<file path="src/rtl/haz_pkg.sv">
`default_nettype none
// +----------------------------------------------------------------------------+
// | Package    : haz_pkg                                                       |
// | Purpose    : Shared types and helpers for the hazard / forwarding          |
// |              controller: operand-mux select encodings, the pipeline slot   |
// |              record and the "slot writes register r" predicate.            |
// | Revision   : 1.0  initial release                                          |
// +----------------------------------------------------------------------------+
package haz_pkg;

  // ALU operand mux select encodings.
  localparam logic [1:0] FWD_REG   = 2'b00;
  localparam logic [1:0] FWD_EXMEM = 2'b01;
  localparam logic [1:0] FWD_MEMWB = 2'b10;

  // The slot record is sized for the largest supported configuration.
  // Narrower register indices are zero-extended into it, and unused source
  // lanes stay at zero, so one type serves every parameterisation.
  localparam int HAZ_AW_MAX  = 8;
  localparam int HAZ_SRC_MAX = 4;

  typedef struct packed {
    logic                                   vld;
    logic [HAZ_AW_MAX-1:0]                  rd;
    logic                                   wr_en;
    logic                                   is_load;
    logic                                   is_store;
    logic [HAZ_SRC_MAX-1:0][HAZ_AW_MAX-1:0] src;
    logic [HAZ_SRC_MAX-1:0]                 src_used;
  } haz_slot_t;

  // True when the slot holds a live instruction that will write register idx.
  // With a hardwired zero register, writes to r0 are never visible.
  function automatic logic slot_writes(input haz_slot_t             slot,
                                       input logic [HAZ_AW_MAX-1:0] idx,
                                       input logic                  zero_hw);
    return slot.vld & slot.wr_en & (slot.rd == idx) & ~(zero_hw & (idx == '0));
  endfunction

endpackage
`default_nettype wire

</file>
<file path="src/rtl/haz_pipe_slot.sv">
`default_nettype none
// +----------------------------------------------------------------------------+
// | Module     : haz_pipe_slot                                                 |
// | Purpose    : One pipeline metadata slot (EX, MEM or WB). Holds its value   |
// |              while the pipeline is frozen, can load a bubble instead of    |
// |              the upstream slot, and clears asynchronously on reset.        |
// | Ports      : clk      - clock                                              |
// |              rst_n    - asynchronous active-low reset                      |
// |              hold     - freeze the slot (takes precedence over bubble)     |
// |              bubble   - load an empty slot instead of slot_in              |
// |              slot_in  - upstream slot contents                             |
// |              slot_out - registered slot contents                           |
// | Revision   : 1.0  initial release                                          |
// +----------------------------------------------------------------------------+
module haz_pipe_slot
  import haz_pkg::*;
(
  input  logic      clk,
  input  logic      rst_n,
  input  logic      hold,
  input  logic      bubble,
  input  haz_slot_t slot_in,
  output haz_slot_t slot_out
);

  haz_slot_t slot_d;
  haz_slot_t slot_q;

  // A bubble is a fully zeroed slot, not just vld=0, so stale source and
  // store flags can never leak into downstream decode.
  always_comb begin
    slot_d = slot_q;
    if (!hold) begin
      if (bubble) begin
        slot_d = '0;
      end else begin
        slot_d = slot_in;
      end
    end
  end

  always_ff @(posedge clk or negedge rst_n) begin
    if (!rst_n) begin
      slot_q <= '0;
    end else begin
      slot_q <= slot_d;
    end
  end

  assign slot_out = slot_q;

endmodule
`default_nettype wire

</file>
<file path="src/rtl/hazard_fwd_ctrl.sv">
`default_nettype none
// +----------------------------------------------------------------------------+
// | Module     : hazard_fwd_ctrl                                               |
// | Purpose    : Hazard detection and operand forwarding control for the       |
// |              16-bit pipelined CPU. Tracks destination metadata of the      |
// |              instructions in EX, MEM and WB, drives the per-operand ALU    |
// |              mux selects, inserts one bubble per load-use pair, honours    |
// |              branch flush and freezes on an external memory stall.         |
// | Ports      : clk, rst_n      - clock, asynchronous active-low reset        |
// |              id_vld          - valid instruction in ID                     |
// |              id_src          - packed source indices (src i at i*REG_AW)   |
// |              id_src_used     - per-source read enables                     |
// |              id_rd, id_wr_en - destination index and write enable          |
// |              id_is_load      - ID instruction is a load                    |
// |              id_is_store     - ID instruction is a store (src 1 = data)    |
// |              flush           - branch taken, kill the ID instruction       |
// |              stall_ext       - memory busy, freeze the whole pipeline      |
// |              fwd_sel         - 2-bit select per source for EX operands     |
// |              stall           - hold PC and IF/ID, bubble into EX           |
// |              id_wb_byp       - ID source matches the WB-slot write         |
// |              mem_store_fwd   - store data in MEM taken from MEM/WB         |
// | Options    : HAZ_MEM2MEM_FWD_EN - a store whose data operand depends on    |
// |              the load directly ahead does not stall; the data is picked    |
// |              up from MEM/WB while the store is in MEM.                     |
// | Revision   : 1.0  initial release                                          |
// +----------------------------------------------------------------------------+
module hazard_fwd_ctrl
  import haz_pkg::*;
#(
  parameter int REG_AW             = 4,
  parameter int NUM_SRC            = 2,
  parameter int ZERO_REG_HARDWIRED = 1,
  parameter int WB_BYPASS          = 0
) (
  input  logic                      clk,
  input  logic                      rst_n,
  input  logic                      id_vld,
  input  logic [NUM_SRC*REG_AW-1:0] id_src,
  input  logic [NUM_SRC-1:0]        id_src_used,
  input  logic [REG_AW-1:0]         id_rd,
  input  logic                      id_wr_en,
  input  logic                      id_is_load,
  input  logic                      id_is_store,
  input  logic                      flush,
  input  logic                      stall_ext,
  output logic [2*NUM_SRC-1:0]      fwd_sel,
  output logic                      stall,
  output logic [NUM_SRC-1:0]        id_wb_byp,
  output logic                      mem_store_fwd
);

  localparam logic ZERO_HW    = (ZERO_REG_HARDWIRED != 0);
  localparam logic WB_FLAG_EN = (WB_BYPASS == 0);

  haz_slot_t            id_slot;
  haz_slot_t            ex_slot;
  haz_slot_t            mem_slot;
  haz_slot_t            wb_slot;
  logic [NUM_SRC-1:0]   load_use;
  logic [NUM_SRC-1:0]   load_use_eff;
  logic                 ex_bubble;

  // Repack the ID-stage fields into the common slot record.
  always_comb begin
    id_slot          = '0;
    id_slot.vld      = id_vld;
    id_slot.rd       = HAZ_AW_MAX'(id_rd);
    id_slot.wr_en    = id_wr_en;
    id_slot.is_load  = id_is_load;
    id_slot.is_store = id_is_store;
    for (int i = 0; i < NUM_SRC; i++) begin
      id_slot.src[i]      = HAZ_AW_MAX'(id_src[i*REG_AW +: REG_AW]);
      id_slot.src_used[i] = id_src_used[i];
    end
  end

  // Flush and load-use stall both turn the EX entry into a bubble; the ID
  // instruction is either killed (flush) or re-presented next cycle (stall).
  assign ex_bubble = flush | stall;

  haz_pipe_slot u_ex_slot (
    .clk      (clk),
    .rst_n    (rst_n),
    .hold     (stall_ext),
    .bubble   (ex_bubble),
    .slot_in  (id_slot),
    .slot_out (ex_slot)
  );

  haz_pipe_slot u_mem_slot (
    .clk      (clk),
    .rst_n    (rst_n),
    .hold     (stall_ext),
    .bubble   (1'b0),
    .slot_in  (ex_slot),
    .slot_out (mem_slot)
  );

  haz_pipe_slot u_wb_slot (
    .clk      (clk),
    .rst_n    (rst_n),
    .hold     (stall_ext),
    .bubble   (1'b0),
    .slot_in  (mem_slot),
    .slot_out (wb_slot)
  );

  for (genvar i = 0; i < NUM_SRC; i++) begin : g_src
    logic ex_rd_src;
    logic mem_hit;
    logic wb_hit;

    assign ex_rd_src = ex_slot.vld & ex_slot.src_used[i];

    // A load sitting in MEM has no result yet; the load-use stall makes
    // sure the consumer only reaches EX once the load is in WB.
    assign mem_hit = ex_rd_src & ~mem_slot.is_load
                   & slot_writes(mem_slot, ex_slot.src[i], ZERO_HW);
    assign wb_hit  = ex_rd_src & slot_writes(wb_slot, ex_slot.src[i], ZERO_HW);

    // MEM holds the younger producer, so it wins over WB.
    assign fwd_sel[2*i +: 2] = mem_hit ? FWD_EXMEM :
                               wb_hit  ? FWD_MEMWB : FWD_REG;

    assign load_use[i] = id_src_used[i] & ex_slot.is_load
                       & slot_writes(ex_slot, id_slot.src[i], ZERO_HW);

    assign id_wb_byp[i] = WB_FLAG_EN & id_vld & id_src_used[i]
                        & slot_writes(wb_slot, id_slot.src[i], ZERO_HW);
  end

`ifdef HAZ_MEM2MEM_FWD_EN
  if (NUM_SRC > 1) begin : g_m2m
    // Store data is only needed in MEM, by which time the load is in WB,
    // so a dependence on the store-data operand alone needs no bubble.
    always_comb begin
      load_use_eff = load_use;
      if (id_is_store) begin
        load_use_eff[1] = 1'b0;
      end
    end

    assign mem_store_fwd = mem_slot.vld & mem_slot.is_store & mem_slot.src_used[1]
                         & wb_slot.is_load
                         & slot_writes(wb_slot, mem_slot.src[1], ZERO_HW);
  end else begin : g_m2m_none
    assign load_use_eff  = load_use;
    assign mem_store_fwd = 1'b0;
  end
`else
  assign load_use_eff  = load_use;
  assign mem_store_fwd = 1'b0;
`endif

  // A flushed instruction is discarded, so its dependences are irrelevant.
  // stall_ext is deliberately not folded in: the freeze already holds EX.
  assign stall = id_vld & ~flush & (|load_use_eff);

  // Not every slot field feeds decode in every stage / build.
  logic unused_bits;
  assign unused_bits = ^{ex_slot, mem_slot, wb_slot, id_is_store};

endmodule
`default_nettype wire

</file>
<file path="config.mk">
export PLATFORM = sky130hd
export DESIGN_NAME = hazard_fwd_ctrl
export DESIGN_NICKNAME = d
export VERILOG_FILES = /design/src/rtl/haz_pkg.sv /design/src/rtl/haz_pipe_slot.sv /design/src/rtl/hazard_fwd_ctrl.sv
export SDC_FILE = /design/constraint.sdc
export NUM_CORES = 1
export LEC_CHECK = 0
export BUFFER_PORTS_ARGS = -buffer_cell sky130_fd_sc_hd__buf_2
export CORE_MARGIN = 2
export CORE_UTILIZATION = 36
export CTS_CLUSTER_DIAMETER = 40
export DETAILED_ROUTE_END_ITERATION = 7
export PLACE_DENSITY = 0.54
export REMOVE_ABC_BUFFERS = 1
export SYNTH_ARGS = -nofsm -noshare
export SYNTH_HDL_FRONTEND = slang
export SYNTH_HIERARCHICAL = 1
export SYNTH_SLANG_ARGS = --single-unit
</file>
<file path="constraint.sdc">
create_clock -name clk -period 2 [get_ports clk]
set_clock_uncertainty 0.15 [all_clocks]
set_input_delay 0.1 -clock clk [delete_from_list [all_inputs] [get_ports clk]]
set_output_delay 0.1 -clock clk [all_outputs]
set_load 0.05 [all_outputs]
</file>
### After elaboration in Yosys (flattened, before gate mapping)

Index checks and enable logic that the tools add are counted.

* output and inout bits: 8
* register bits after elaboration: 50
* bits of input ports: 22
* word-level logic and storage cells: 76

* bitwise logic cells: 44
* equal/unequal tests: 8
* reductions and logical operators: 5
* mux-type cells: 5

Operators by type and width (number)
* 48-bit 2-to-1 mux: 1
* 1-bit bitwise AND: 37
* 8-bit by 4-bit equality test with 1-bit output: 4
* 8-bit equality test: 4
* 8-bit logical NOT: 4
* 2-bit 2-to-1 mux: 4
* 1-bit inverter: 6
* 2-bit OR reduction: 1
* 1-bit bitwise OR: 1

### Logic depth before layout (Yosys ltp)

* depth after elaboration: 8
* gate-level depth with buffers: 9
* mapped depth without buffers: 7

### Cells and area by module

The synthesis kept the hierarchy.

Modules (own cells, without submodules)
* haz_pipe_slot: sequential area each 1201.2 µm², times used 3, area each 2008.2 µm², cells an instance 206
* hazard_fwd_ctrl: sequential area each 0.0 µm², times used 1, area each 723.2 µm², cells an instance 99

### Worst setup path before layout

OpenSTA, ideal clock, no wires.

* path kind: register to register
* from: register u_ex_slot.slot_q, in the netlist u_ex_slot/slot_out[41]
* to: register u_ex_slot.slot_q, in the netlist u_ex_slot/slot_out[12]
* stages on the path, launching flop included: 10
* setup slack: -0.265 ns
* clock period less this slack: 2.265 ns
* arrival time: 1.983 ns
* data required time: 1.718 ns
* library setup time: 0.132 ns
* path through: dfrtp_1 > xor2_1 > nor4_1 > and3_1 > o211a_1 > or2_1 > buf_6 > clkbuf_2 > nand2b_1 > o21ai_1

* cells in the longest elaborated chain, start to end: 8
* elaborated cells on any way between the ends: 12
* those cells by class: eq/ne (2); mux (1); bitwise (8); reduce/logical (1)

RTL lines
* start, declared: RTL line haz_pipe_slot.sv:27 `haz_slot_t slot_q;`
* start signal, assigned: RTL line haz_pipe_slot.sv:46 `slot_q <= slot_d;`
* 8-bit by 4-bit equality test with 1-bit output: RTL line haz_pkg.sv:37 `return slot.vld & slot.wr_en & (slot.rd == idx) & ~(zero_hw & (idx == '0));`
* 1-bit bitwise AND (2 in series): RTL line haz_pkg.sv:37
* 1-bit bitwise AND: RTL line hazard_fwd_ctrl.sv:126 `& slot_writes(ex_slot, id_slot.src[i], ZERO_HW);`
* 2-bit OR reduction (*): RTL line hazard_fwd_ctrl.sv:157 `assign stall = id_vld & ~flush & (|load_use_eff);`
* 1-bit bitwise AND (*): RTL line hazard_fwd_ctrl.sv:157
* named net stall: RTL line hazard_fwd_ctrl.sv:47 `output logic stall,`
* 1-bit bitwise OR (*): RTL line hazard_fwd_ctrl.sv:79 `assign ex_bubble = flush | stall;`
* named net ex_bubble: RTL line hazard_fwd_ctrl.sv:61 `logic ex_bubble;`
* 48-bit 2-to-1 mux (*): RTL line haz_pipe_slot.sv:34 `if (bubble) begin`

Mark *: on every way through the listed nets, which the timed path passes. The rest lies on a longest branch.
A chain may end at the register's enable or synchronous reset.

### Worst setup path after layout

* from: register u_wb_slot.slot_q, in the netlist u_wb_slot/slot_out[39]
* to: output port fwd_sel[3]

* cells in the longest elaborated chain, start to end: 6

RTL lines
* start, declared: RTL line haz_pipe_slot.sv:27
* start signal, assigned: RTL line haz_pipe_slot.sv:46
* 8-bit equality test: RTL line haz_pkg.sv:37
* 1-bit bitwise AND (2 in series): RTL line haz_pkg.sv:37
* 1-bit bitwise AND: RTL line hazard_fwd_ctrl.sv:119 `assign wb_hit = ex_rd_src & slot_writes(wb_slot, ex_slot.src[i], ZERO_HW);`
* 2-bit 2-to-1 mux: RTL line hazard_fwd_ctrl.sv:123 `wb_hit ? FWD_MEMWB : FWD_REG;`
* 2-bit 2-to-1 mux: RTL line hazard_fwd_ctrl.sv:122 `assign fwd_sel[2*i +: 2] = mem_hit ? FWD_EXMEM :`
* end, declared: RTL line hazard_fwd_ctrl.sv:46 `output logic [2*NUM_SRC-1:0] fwd_sel,`

Every way passes these cells.

==> results_dict.tcl <==
set metrics [dict create \
    outcome "finished, violations left" \
    failed_checks "setup timing" \
    setup_viol 3 \
    dr.pass1.iters 4 \
    tns_ns -0.272 \
    rrSetupSlack_ns 0.04 \
    track_usage_pct 17.2 \
    path_cells "xor2_1 > nor4_1 > nand4_1 > nor4_2 > and2_1 > buf_6" \
    endpoint_kind "output pin" \
    fmax_mhz 460 \
    start_kind "register" \
    drc 0 \
    drv_slew 0 \
    synth_area_per_cell_um2 8.82 \
    cts_buffers 5 \
    layout_setup_ws_ns -0.175 \
    gp_congestion 0.843 \
    wl_per_cell_um 14.8 \
    r2r_cells 8 \
    io_pins 30 \
    syn_area_mm2 0.00295 \
    coreArea_mm2 0.00785 \
    die_area_mm2 0.00892 \
    critical_path.slowest_cell "dfrtp_1" \
    grt_max_degree 101 \
    crit_arrival_ns 1.93 \
    vias 2353 \
    startpoint "u_wb_slot/slot_out[39]" \
    worst-path-max-fanout 2 \
    vias_per_cell 4.76 \
    drt_iter0_markers 129 \
    min_period_ns 2.18 \
    crit_cells 6 \
    place_inst 466 \
    p_per_area_mw_per_mm2 629 \
    drive_above_1_share_pct 29.6 \
    first_global_vias 2296 \
    cts_tree "done" \
    cts.sinks 50 \
    cp_slowest_stage_delay_ns 0.40 \
    yosys_warnings 6 \
    num_rows 32 \
    syn_inst 334 \
    max_slew_margin_pct 56.2 \
    finalCritPeriodShare_pct 109 \
    final_cells 494 \
    crit_end "fwd_sel[3]" \
    rsz0062_at_grt "yes" \
    cap_violations 0 \
    required_ns 1.75 \
    root_buffer "clkbuf_8" \
    antenna_found_initial 0 \
    clkTransAtPathRegs_ns 0.11 \
    ant_nets 0 \
    port_buffers 27 \
    reg2reg_from "u_ex_slot/slot_out[42]" \
    reg2reg_to "u_ex_slot/slot_out[6]" \
    grt_first_pass_wirelength_um 11800 \
    diodes 0 \
    p_leak_nw 1.74 \
    finish.utilization_pct 49.0 \
    dieWidth_um 94.5 \
    max-clock-path-buffers 2 \
    clkLatencyLatePin_ns 0.31 \
    worst_pin_slew_ns 0.657 \
    start_util_pct 37.5 \
    crit_buf_inv 1 \
    criticalPathCategory "reg2out" \
    h-tree-depth 2 \
    dp_hpwl_um 4850 \
    drt_wl_total_um 7300 \
    chipHeight_um 94.5 \
    nets 413 \
    areaGrowthSynthToFinish_pct 30.6 \
    grt.overflow.total 0 \
    hp-class "in2reg" \
    path_delay_family "simple AND/OR/NAND/NOR gates" \
    finalHoldViolCount 0 \
    ir_worst_vdd_mv 0.475 \
]
layout make-up:
class                           instances  area (um^2)
Timing Repair Buffer                   74          601
Multi-Input combinational cell        257         1730
Clock inverter                          3         47.5
Tap cell                              102          128
Clock buffer                            5         68.8
Fill cell                             786         4000
Inverter                                3         11.3
Sequential cell                        50         1260
what timing repair did:
item / in CTS / in global routing
cloned: 0 / 1
pin swaps: 17 / 8
endpoints found under the setup margin: 16 / 24
resized for setup: 23 / 47
hold buffers: 15 / 0
setup buffers: 4 / 0
endpoints found under the hold margin: 64 / 0
per-layer routing:
metal | GRT usage (%) | up-vias | share of wire (%)
li1 | - | 1181 | -
met1 | 23.9 | 1122 | 47
met2 | 28.1 | 43 | 48
met3 | 2.23 | 7 | 3.2
met4 | 4.95 | 0 | 1.2
met5 | 0 | - | 0
cell usage in the layout (no fill, tap or decap), types with 2 or more instances in the layout:
| cell type | count |
|---|---|
| nand4_1 | 8 |
| a22o_1 | 3 |
| nand2_1 | 51 |
| nor2_2 | 2 |
| xor2_1 | 16 |
| o21ai_2 | 12 |
| dfrtp_1 | 44 |
| nand3_1 | 2 |
| nor4_2 | 2 |
| buf_2 | 20 |
| buf_4 | 26 |
| xnor2_2 | 3 |
| clkbuf_8 | 5 |
| o21ai_1 | 32 |
| o21ai_0 | 3 |
| buf_6 | 10 |
| nand2b_1 | 33 |
| dlygate4sd3_1 | 15 |
| inv_6 | 2 |
| nor4_1 | 7 |
| conb_1 | 19 |
| inv_1 | 3 |
| nand2b_4 | 14 |
| xnor2_1 | 25 |
| dfrtp_2 | 6 |
| and2_1 | 2 |
| nor2_1 | 5 |
| nor3_2 | 4 |
worst min path at each step:
stage / slack, ns / depth (start not counted) / from / to
after floorplan: -0.35 / 0 / rst_n / u_ex_slot/slot_out[0]
after global placement: 0.11 / 2 / rst_n / u_ex_slot/slot_out[0]
after detailed placement: 0.11 / 2 / rst_n / u_ex_slot/slot_out[0]
after CTS: 0.04 / 4 / id_src[5] / u_ex_slot/slot_out[13]
after global routing: 0.04 / 4 / id_src[5] / u_ex_slot/slot_out[13]
final: 0.03 / 4 / id_src[5] / u_ex_slot/slot_out[13]
stage by stage:
step / total power [W] / setup slack, ns / hold slack, ns / area [um^2]
final: 0.00242 / -0.175 / 0.0335 / 3850
after global routing: 0.00253 / -0.262 / 0.0427 / 3850
after CTS: 0.00238 / -0.146 / 0.0352 / 3610
after detailed placement: 0.00158 / -0.0286 / 0.109 / 3240
after global placement: 0.00157 / -0.0225 / 0.110 / 3240
after floorplan: 0.00138 / -0.276 / -0.346 / 2760
sequential cells by signal, summed over array words and instances (netlist names):
register             cells
u_wb_slot/slot_out      10
u_mem_slot/slot_out     11
u_ex_slot/slot_out      29
power by group:
part | total, W | leakage [nW] | internal [W] | switching [W]
clock | 0.000756 | 0.0591 | 0.000382 | 0.000374
combinational | 0.000502 | 1.02 | 0.000255 | 0.000247
sequential | 0.00116 | 0.655 | 0.00108 | 0.0000815
tightest hold or removal path, cell delays in order:
cell	delay, ns
buf_2	0.11
buf_4	0.16
nand2b_4	0.06
o21ai_2	0.04
Power figures use the tool's default switching activity.
